===== src/rtl/grey_counter_n.sv =====
// grey_counter_n
//   Multi-digit decimal up/down counter. Each decimal digit is held in the
//   5-bit reflected digit code (0=00000 1=00001 2=00011 3=00010 4=00110
//   5=00100 6=01100 7=01000 8=11000 9=10000); the other 22 codes are illegal.
//   Priority per cycle: reset > load > step > hold.
//
// Optional feature macro: GREY_CNT_MATCH_EN (adds i_match_val / o_match).
//
// Ports
//   i_clk        clock, rising edge
//   i_rst        synchronous active-high reset, loads i_init
//   i_init       reset value, digit k at [5k+4:5k]
//   i_en         count enable, one step per cycle
//   i_dir        1 = up, 0 = down
//   i_load       parallel load request (verbatim, illegal codes allowed)
//   i_load_val   value loaded by i_load
//   i_match_val  compare value                  (GREY_CNT_MATCH_EN only)
//   o_count      registered count
//   o_carry      registered one-cycle wrap pulse
//   o_invalid    some digit of o_count holds an illegal code
//   o_match      registered o_count == i_match_val (GREY_CNT_MATCH_EN only)
module grey_counter_n #(
    parameter int DIGITS = 12
) (
    input  logic                  i_clk,
    input  logic                  i_rst,
    input  logic [5*DIGITS-1:0]   i_init,
    input  logic                  i_en,
    input  logic                  i_dir,
    input  logic                  i_load,
    input  logic [5*DIGITS-1:0]   i_load_val,
`ifdef GREY_CNT_MATCH_EN
    input  logic [5*DIGITS-1:0]   i_match_val,
    output logic                  o_match,
`endif
    output logic [5*DIGITS-1:0]   o_count,
    output logic                  o_carry,
    output logic                  o_invalid
);

    localparam logic [4:0] CODE_0 = 5'b00000;
    localparam logic [4:0] CODE_9 = 5'b10000;

    // Decimal value of a digit code; 4'hF marks an illegal code.
    function automatic logic [3:0] code_to_dec(input logic [4:0] code);
        case (code)
            5'b00000: code_to_dec = 4'd0;
            5'b00001: code_to_dec = 4'd1;
            5'b00011: code_to_dec = 4'd2;
            5'b00010: code_to_dec = 4'd3;
            5'b00110: code_to_dec = 4'd4;
            5'b00100: code_to_dec = 4'd5;
            5'b01100: code_to_dec = 4'd6;
            5'b01000: code_to_dec = 4'd7;
            5'b11000: code_to_dec = 4'd8;
            5'b10000: code_to_dec = 4'd9;
            default:  code_to_dec = 4'hF;
        endcase
    endfunction

    function automatic logic [4:0] dec_to_code(input logic [3:0] dec);
        case (dec)
            4'd0:    dec_to_code = 5'b00000;
            4'd1:    dec_to_code = 5'b00001;
            4'd2:    dec_to_code = 5'b00011;
            4'd3:    dec_to_code = 5'b00010;
            4'd4:    dec_to_code = 5'b00110;
            4'd5:    dec_to_code = 5'b00100;
            4'd6:    dec_to_code = 5'b01100;
            4'd7:    dec_to_code = 5'b01000;
            4'd8:    dec_to_code = 5'b11000;
            4'd9:    dec_to_code = 5'b10000;
            default: dec_to_code = 5'b00000;
        endcase
    endfunction

    logic [5*DIGITS-1:0] count_q;
    logic [5*DIGITS-1:0] count_step;
    logic [5*DIGITS-1:0] count_d;
    logic                carry_q;
    logic                carry_d;
    logic                wrap;
    logic                invalid;

    // Single-cycle ripple. 'prop' is the carry/borrow entering digit k; it
    // only survives past the top digit on a genuine all-9 / all-0 wrap, since
    // an illegal digit absorbs it (becoming 0) and a normal digit stops it.
    always_comb begin
        logic       prop;
        logic [3:0] dec;
        count_step = count_q;
        prop       = 1'b1;
        dec        = 4'd0;
        for (int k = 0; k < DIGITS; k++) begin
            dec = code_to_dec(count_q[5*k +: 5]);
            if (prop) begin
                if (dec == 4'hF) begin
                    count_step[5*k +: 5] = CODE_0;
                    prop                 = 1'b0;
                end else if (i_dir) begin
                    if (dec == 4'd9) begin
                        count_step[5*k +: 5] = CODE_0;
                    end else begin
                        count_step[5*k +: 5] = dec_to_code(dec + 4'd1);
                        prop                 = 1'b0;
                    end
                end else begin
                    if (dec == 4'd0) begin
                        count_step[5*k +: 5] = CODE_9;
                    end else begin
                        count_step[5*k +: 5] = dec_to_code(dec - 4'd1);
                        prop                 = 1'b0;
                    end
                end
            end
        end
        wrap = prop;
    end

    always_comb begin
        count_d = count_q;
        carry_d = 1'b0;
        if (i_load) begin
            count_d = i_load_val;
        end else if (i_en) begin
            count_d = count_step;
            carry_d = wrap;
        end
    end

    always_ff @(posedge i_clk) begin
        if (i_rst) begin
            count_q <= i_init;
            carry_q <= 1'b0;
        end else begin
            count_q <= count_d;
            carry_q <= carry_d;
        end
    end

    always_comb begin
        invalid = 1'b0;
        for (int k = 0; k < DIGITS; k++) begin
            if (code_to_dec(count_q[5*k +: 5]) == 4'hF) invalid = 1'b1;
        end
    end

`ifdef GREY_CNT_MATCH_EN
    // Compares the value being registered so the flag lines up with o_count.
    logic match_q;
    always_ff @(posedge i_clk) begin
        if (i_rst) match_q <= 1'b0;
        else       match_q <= (count_d == i_match_val);
    end
    assign o_match = match_q;
`endif

    assign o_count   = count_q;
    assign o_carry   = carry_q;
    assign o_invalid = invalid;

endmodule


===== config.mk =====
export PLATFORM = sky130hd
export DESIGN_NAME = grey_counter_n
export DESIGN_NICKNAME = d
export VERILOG_FILES = /design/src/rtl/grey_counter_n.sv
export SDC_FILE = /design/constraint.sdc
export NUM_CORES = 1
export LEC_CHECK = 0
export BUFFER_PORTS_ARGS = -buffer_cell sky130_fd_sc_hd__buf_4
export CAP_MARGIN = 15
export CORE_MARGIN = 1.5
export CORE_UTILIZATION = 50
export CTS_BUF_LIST = sky130_fd_sc_hd__clkbuf_16
export CTS_CLUSTER_SIZE = 14
export DETAILED_ROUTE_END_ITERATION = 10
export GPL_TIMING_DRIVEN = 0
export PLACE_DENSITY = 0.75
export SLEW_MARGIN = 20
export SYNTH_ARGS = -nofsm -noshare
export SYNTH_HDL_FRONTEND = slang
export SYNTH_MEMORY_MAX_BITS = 65536
export SYNTH_SLANG_ARGS = --single-unit

===== constraint.sdc =====
create_clock -name i_clk -period 5 [get_ports i_clk]
set_clock_uncertainty 0.2 [all_clocks]
set_input_delay 1.5 -clock i_clk [delete_from_list [all_inputs] [get_ports i_clk]]
set_output_delay 1.5 -clock i_clk [all_outputs]
set_load 0.05 [all_outputs]

* Word-level counts from Yosys, hierarchy flattened *
Memory sizes are Yosys's and may differ from the RTL's. A register that Yosys moved wholly into a read port is not among the register bits.
Index checks and enable logic that the tools add are counted.

operators by class
  add/sub/neg operators = 24
  equal/unequal tests = 36
  mux-type cells = 155
  bitwise operators = 2
  reduce and logical (&&, ||, !) cells = 36

operators with widths
  operator                                          number
  2-to-1 mux 5 bit                                  83
  2-to-1 mux 60 bit                                 3
  equality test 4 bit, second input constant        36
  2-to-1 mux 1 bit                                  69
  adder 4 x 1 -> 4 bit, second input constant       12
  zero test 4 bit                                   12
  subtractor 4 x 1 -> 4 bit, second input constant  12
  nonzero test 3 bit                                12
  AND reduction 2 bit                               11
  OR reduction 5 bit                                1
  NOT 1 bit                                         2

storage, ports and cells
  flip-flop bits (word level) = 61
  memory bits (read-only) = 4992
  output and inout port bits = 62
  logic and storage cells = 314
  memories kept = 48

memories
  name             depth  width  rd ports  clocked after memory_dff  write ports  RTL line  RTL
  (no name shown)  32     4      1         1                         0            46        case (code)
  (no name shown)  32     4      1         1                         0            46
  (no name shown)  32     4      1         1                         0            46
  (no name shown)  32     4      1         1                         0            46
  (no name shown)  32     4      1         1                         0            46
  (no name shown)  32     4      1         1                         0            46
  +42 memories     --     --     --        --                        --           --

* Longest topological paths before layout *
  depth after elaboration = 19
  depth in mapped cells = 16
  mapped depth without buffers = 16

* Worst setup path after synthesis *
OpenSTA, ideal clock, no wires.

  kind = input-to-reg
  start point = input i_dir
  end point = register with a tool-made name
  library setup time = 120 ps
  data arrival time = 4201 ps
  required time = 4680 ps
  path slack = 479 ps
  stages on the path = 13
  cell sequence = or3b_2 > a2111oi_0 > nand3_1 > nor4_4 > nor2_2 > clkinv_2 > mux2_2 > inv_2 > ha_1 > inv_1 > nor4_1 > a211oi_1 > o2bb2ai_1

RTL lines
  item                RTL line  RTL
  start: declaration  29        input logic i_dir,

==> reports/metrics.yaml <==
most-common-layout-cells: "187 x buf_4, 110 x inv_1, 108 x ha_1"
grt_start_max_net_pins: 18
grt_pass1_wl_um: 59970
gr-total-overflow: 0
hold-path-cell-count: 2
synth_cell_types: 94
criticalPathCategory: "input pin to flop"
synth_sequential_area_ratio: 0.2408
layout.nets: 1813
place.gp.congestion: 0.9927
tightest_slew_ns: 1.216
use_met2: 0.4986
worstSetupEndpointType: "flop"
timing.critical_path.from_type: "input pin"
power_density_mw_per_mm2: 371.6
grt.met1_usage: 0.4291
ios: 187
dieArea_mm2: 0.02404
postRouteAntennaNets: 0
initial_antenna_violation_count: 0
postSynthNetCount: 1616
drv_slew: 0
number_of_global_route_vias_before_repair: 11030
count_of_max_cap_constraint_violations: 0
final_core_util: 0.6028
post_route_cells_drive_above_1_share: 0.1836
irDropWorstVdd_mv: 0.2133
clock_tree.root_cell: "clkbuf_16"
dp_hpwl_um: 29160
cp.arrival_ns: 5.06
placement.setup.worst_slack_ns: -0.7005
clock.fmax_ghz: 0.2011
cp_max_fo: 10
rsz_0062_raised_after_global_routing: "false"
clk-insertion-delay-late_ns: 0.37
cts_tree: "yes"
antenna-diode-count: 0
grt.total_usage: 0.3172
crit_path_cell_trace: "buf_4, clkbuf_1, clkbuf_1, clkbuf_1, a22oi_1, o21ai_0, mux2i_1, ha_1, nand2_1, a32oi_1"
h-tree-depth: 3
syn_area_mm2: 0.01156
hold-worst-slack_ns: 0.4439
required_time_of_the_critical_path_ns: 5.08
drt_iter0_drc: 1044
grt_most_used_layer: "met2"
cts_made_buffers: 9
fp.dieH_um: 155.0
dr_total_vias: 12000
grt_util_met3: 0.04011
timing.critical_path.mode_cell: "clkbuf_1"
fp.dieW_um: 155.0
synth.ff_latch_count: 109
numPortBuffers: 185
drt_first_pass_iters: 8
min-delay-path-class: "flop to flop"
cellLeakagePower_nw: 5.899
fin_ws_ns: 0.02749
synthesis.yosys.warnings: 0
drc_markers: 0
finalCritPeriodShare: 0.9945
clkTransAtPathRegs_ns: 0.08
synth_edf_count: 60
totalWireLength_um: 38730
ys.flop_type: "edfxtp_1"
critPathSlowestCell: "clkbuf_1"
syn2layout_area_growth_pct: 18.09
cts_buffer_depth: 2
critPathTopFamily: "buffers and inverters"
worst-r2r-setup-slack_ns: 0.64
critical_path.n_buffers_inverters: 4
worst_r2r_path_depth: 17
hold_violations: 0
synth_async_sr_flop_share: 0
maxSlewHeadroom: 0.1892
avgViaCountPerCell: 6.418
row_count: 55
layout_commonest_cell: "buf_4"
run_status: "finished, final reports clean"
synth.avg_cell_area_um2: 8.357
synth_cells: 1383
finalSetupTns_ns: 0
min_from: "o_count[37]$_DFFE_PN_"
start_util: 0.5105
report.final.setup_viol: 0
min_period_ns: 4.973
core_area_mm2: 0.02264
cts_num_sinks: 109
routed_wire_length_per_instance_um: 20.71
critPathMaxStageDelay_ns: 0.96
## where the power goes
| group | switching (W) | internal, W |
|---|---|---|
| registers | 0.000191 | 0.00112 |
| clock network | 0.000360 | 0.000438 |
| logic | 0.00182 | 0.00114 |
## metal layers
metal / wire length (µm) / vias to the layer above / share of wire
li1: - / 5584 / -
met1: 16110 / 5635 / 0.42
met2: 17070 / 669 / 0.44
met3: 3761 / 113 / 0.097
met4: 1800 / 0 / 0.046
met5: 0 / - / 0
## final cells by class
type / instances / area, µm²
well taps: 285 / 356.6
flip-flops and latches: 109 / 2783
fillers: 2016 / 8992
clock buffers: 9 / 225.2
multi-input cells: 1071 / 7983
repair buffers: 186 / 1396
inverters: 114 / 429.2
plain buffers: 89 / 386.6
clock inverters: 7 / 88.84
## stage by stage
stage	std cells	total power [W]	cell area [µm²]
6_report	1870	0.005071	13650
5_1_grt	1870	0.005403	13650
4_1_cts	1869	0.005014	13630
3_5_place_dp	1853	0.004207	13300
3_3_place_gp	1853	0.004140	13300
2_1_floorplan	1383	0.003463	11560
## cell usage after synthesis, types with 7 or more instances
master	number	share of area
o21bai_1	11	0.0071
nand2b_1	16	0.0087
nor3_1	17	0.0074
edfxtp_1	60	0.16
inv_1	109	0.035
mux2i_1	62	0.054
o21a_1	9	0.0058
a31oi_1	21	0.011
nor4b_1	7	0.0053
dfxtp_1	49	0.085
o31ai_1	12	0.0078
nor2b_1	19	0.010
a311oi_1	7	0.0053
mux2_2	22	0.021
xnor2_1	20	0.015
a221oi_1	19	0.014
nor4_1	11	0.0060
nor2_1	79	0.026
nor3b_1	11	0.0071
a211oi_1	23	0.015
ha_1	108	0.12
a21oi_1	87	0.038
nand3_1	42	0.018
or2_2	7	0.0038
o21ai_0	59	0.026
and2_1	19	0.010
or3b_2	9	0.0068
nand3b_1	12	0.0078
a32oi_1	19	0.014
or3_1	14	0.0076
a22oi_1	28	0.018
o22ai_1	9	0.0049
buf_2	15	0.0065
clkbuf_1	62	0.020
nand2_1	74	0.024
xor2_1	28	0.021
o211ai_1	17	0.011
and3_1	10	0.0054
and3b_1	7	0.0053
nand4_1	12	0.0065
a31o_2	7	0.0053
o31a_1	14	0.011
a2bb2oi_1	16	0.012
buf_1	9	0.0029
## what timing repair did
action / in CTS / in global routing
pin swaps: 0 / 1
endpoints found under the setup margin: 18 / 3
setup buffers: 0 / 1
gates resized for setup: 5 / 6
hold buffers: 0 / 0
## worst max path at each step
stage / cells after the start / start / slack (ns) / end
2_1_floorplan: 13 / i_dir / 0.48 / flop
3_3_place_gp: 14 / i_load / -0.71 / flop
3_5_place_dp: 11 / i_load / -0.70 / flop
4_1_cts: 16 / i_dir / 0.11 / flop
5_1_grt: 11 / i_rst / 0.008 / flop
6_report: 10 / i_rst / 0.03 / flop
## logic make-up after synthesis
logic type,count (synthesis),synth area share
flip-flops,109,0.2408
adder cells (fa/ha/maj),108,0.1169
AND/OR/NAND/NOR,392,0.1884
multiplexers,85,0.07632
buffers and inverters,203,0.06929
XOR/XNOR,48,0.03638
AO/OA/AOI/OAI,438,0.2720
## worst reg2reg max path: cells and delay by family, from the launching register on
kind / cells / cell delay (ns)
AO/OA/AOI/OAI: 3 / 0.60
adder cells (fa/ha/maj): 2 / 0.44
buffers and inverters: 6 / 0.98
flip-flops: 1 / 0.36
multiplexers: 1 / 0.39
AND/OR/NAND/NOR: 5 / 1.27
No activity file was read; power rests on OpenSTA's default activity.
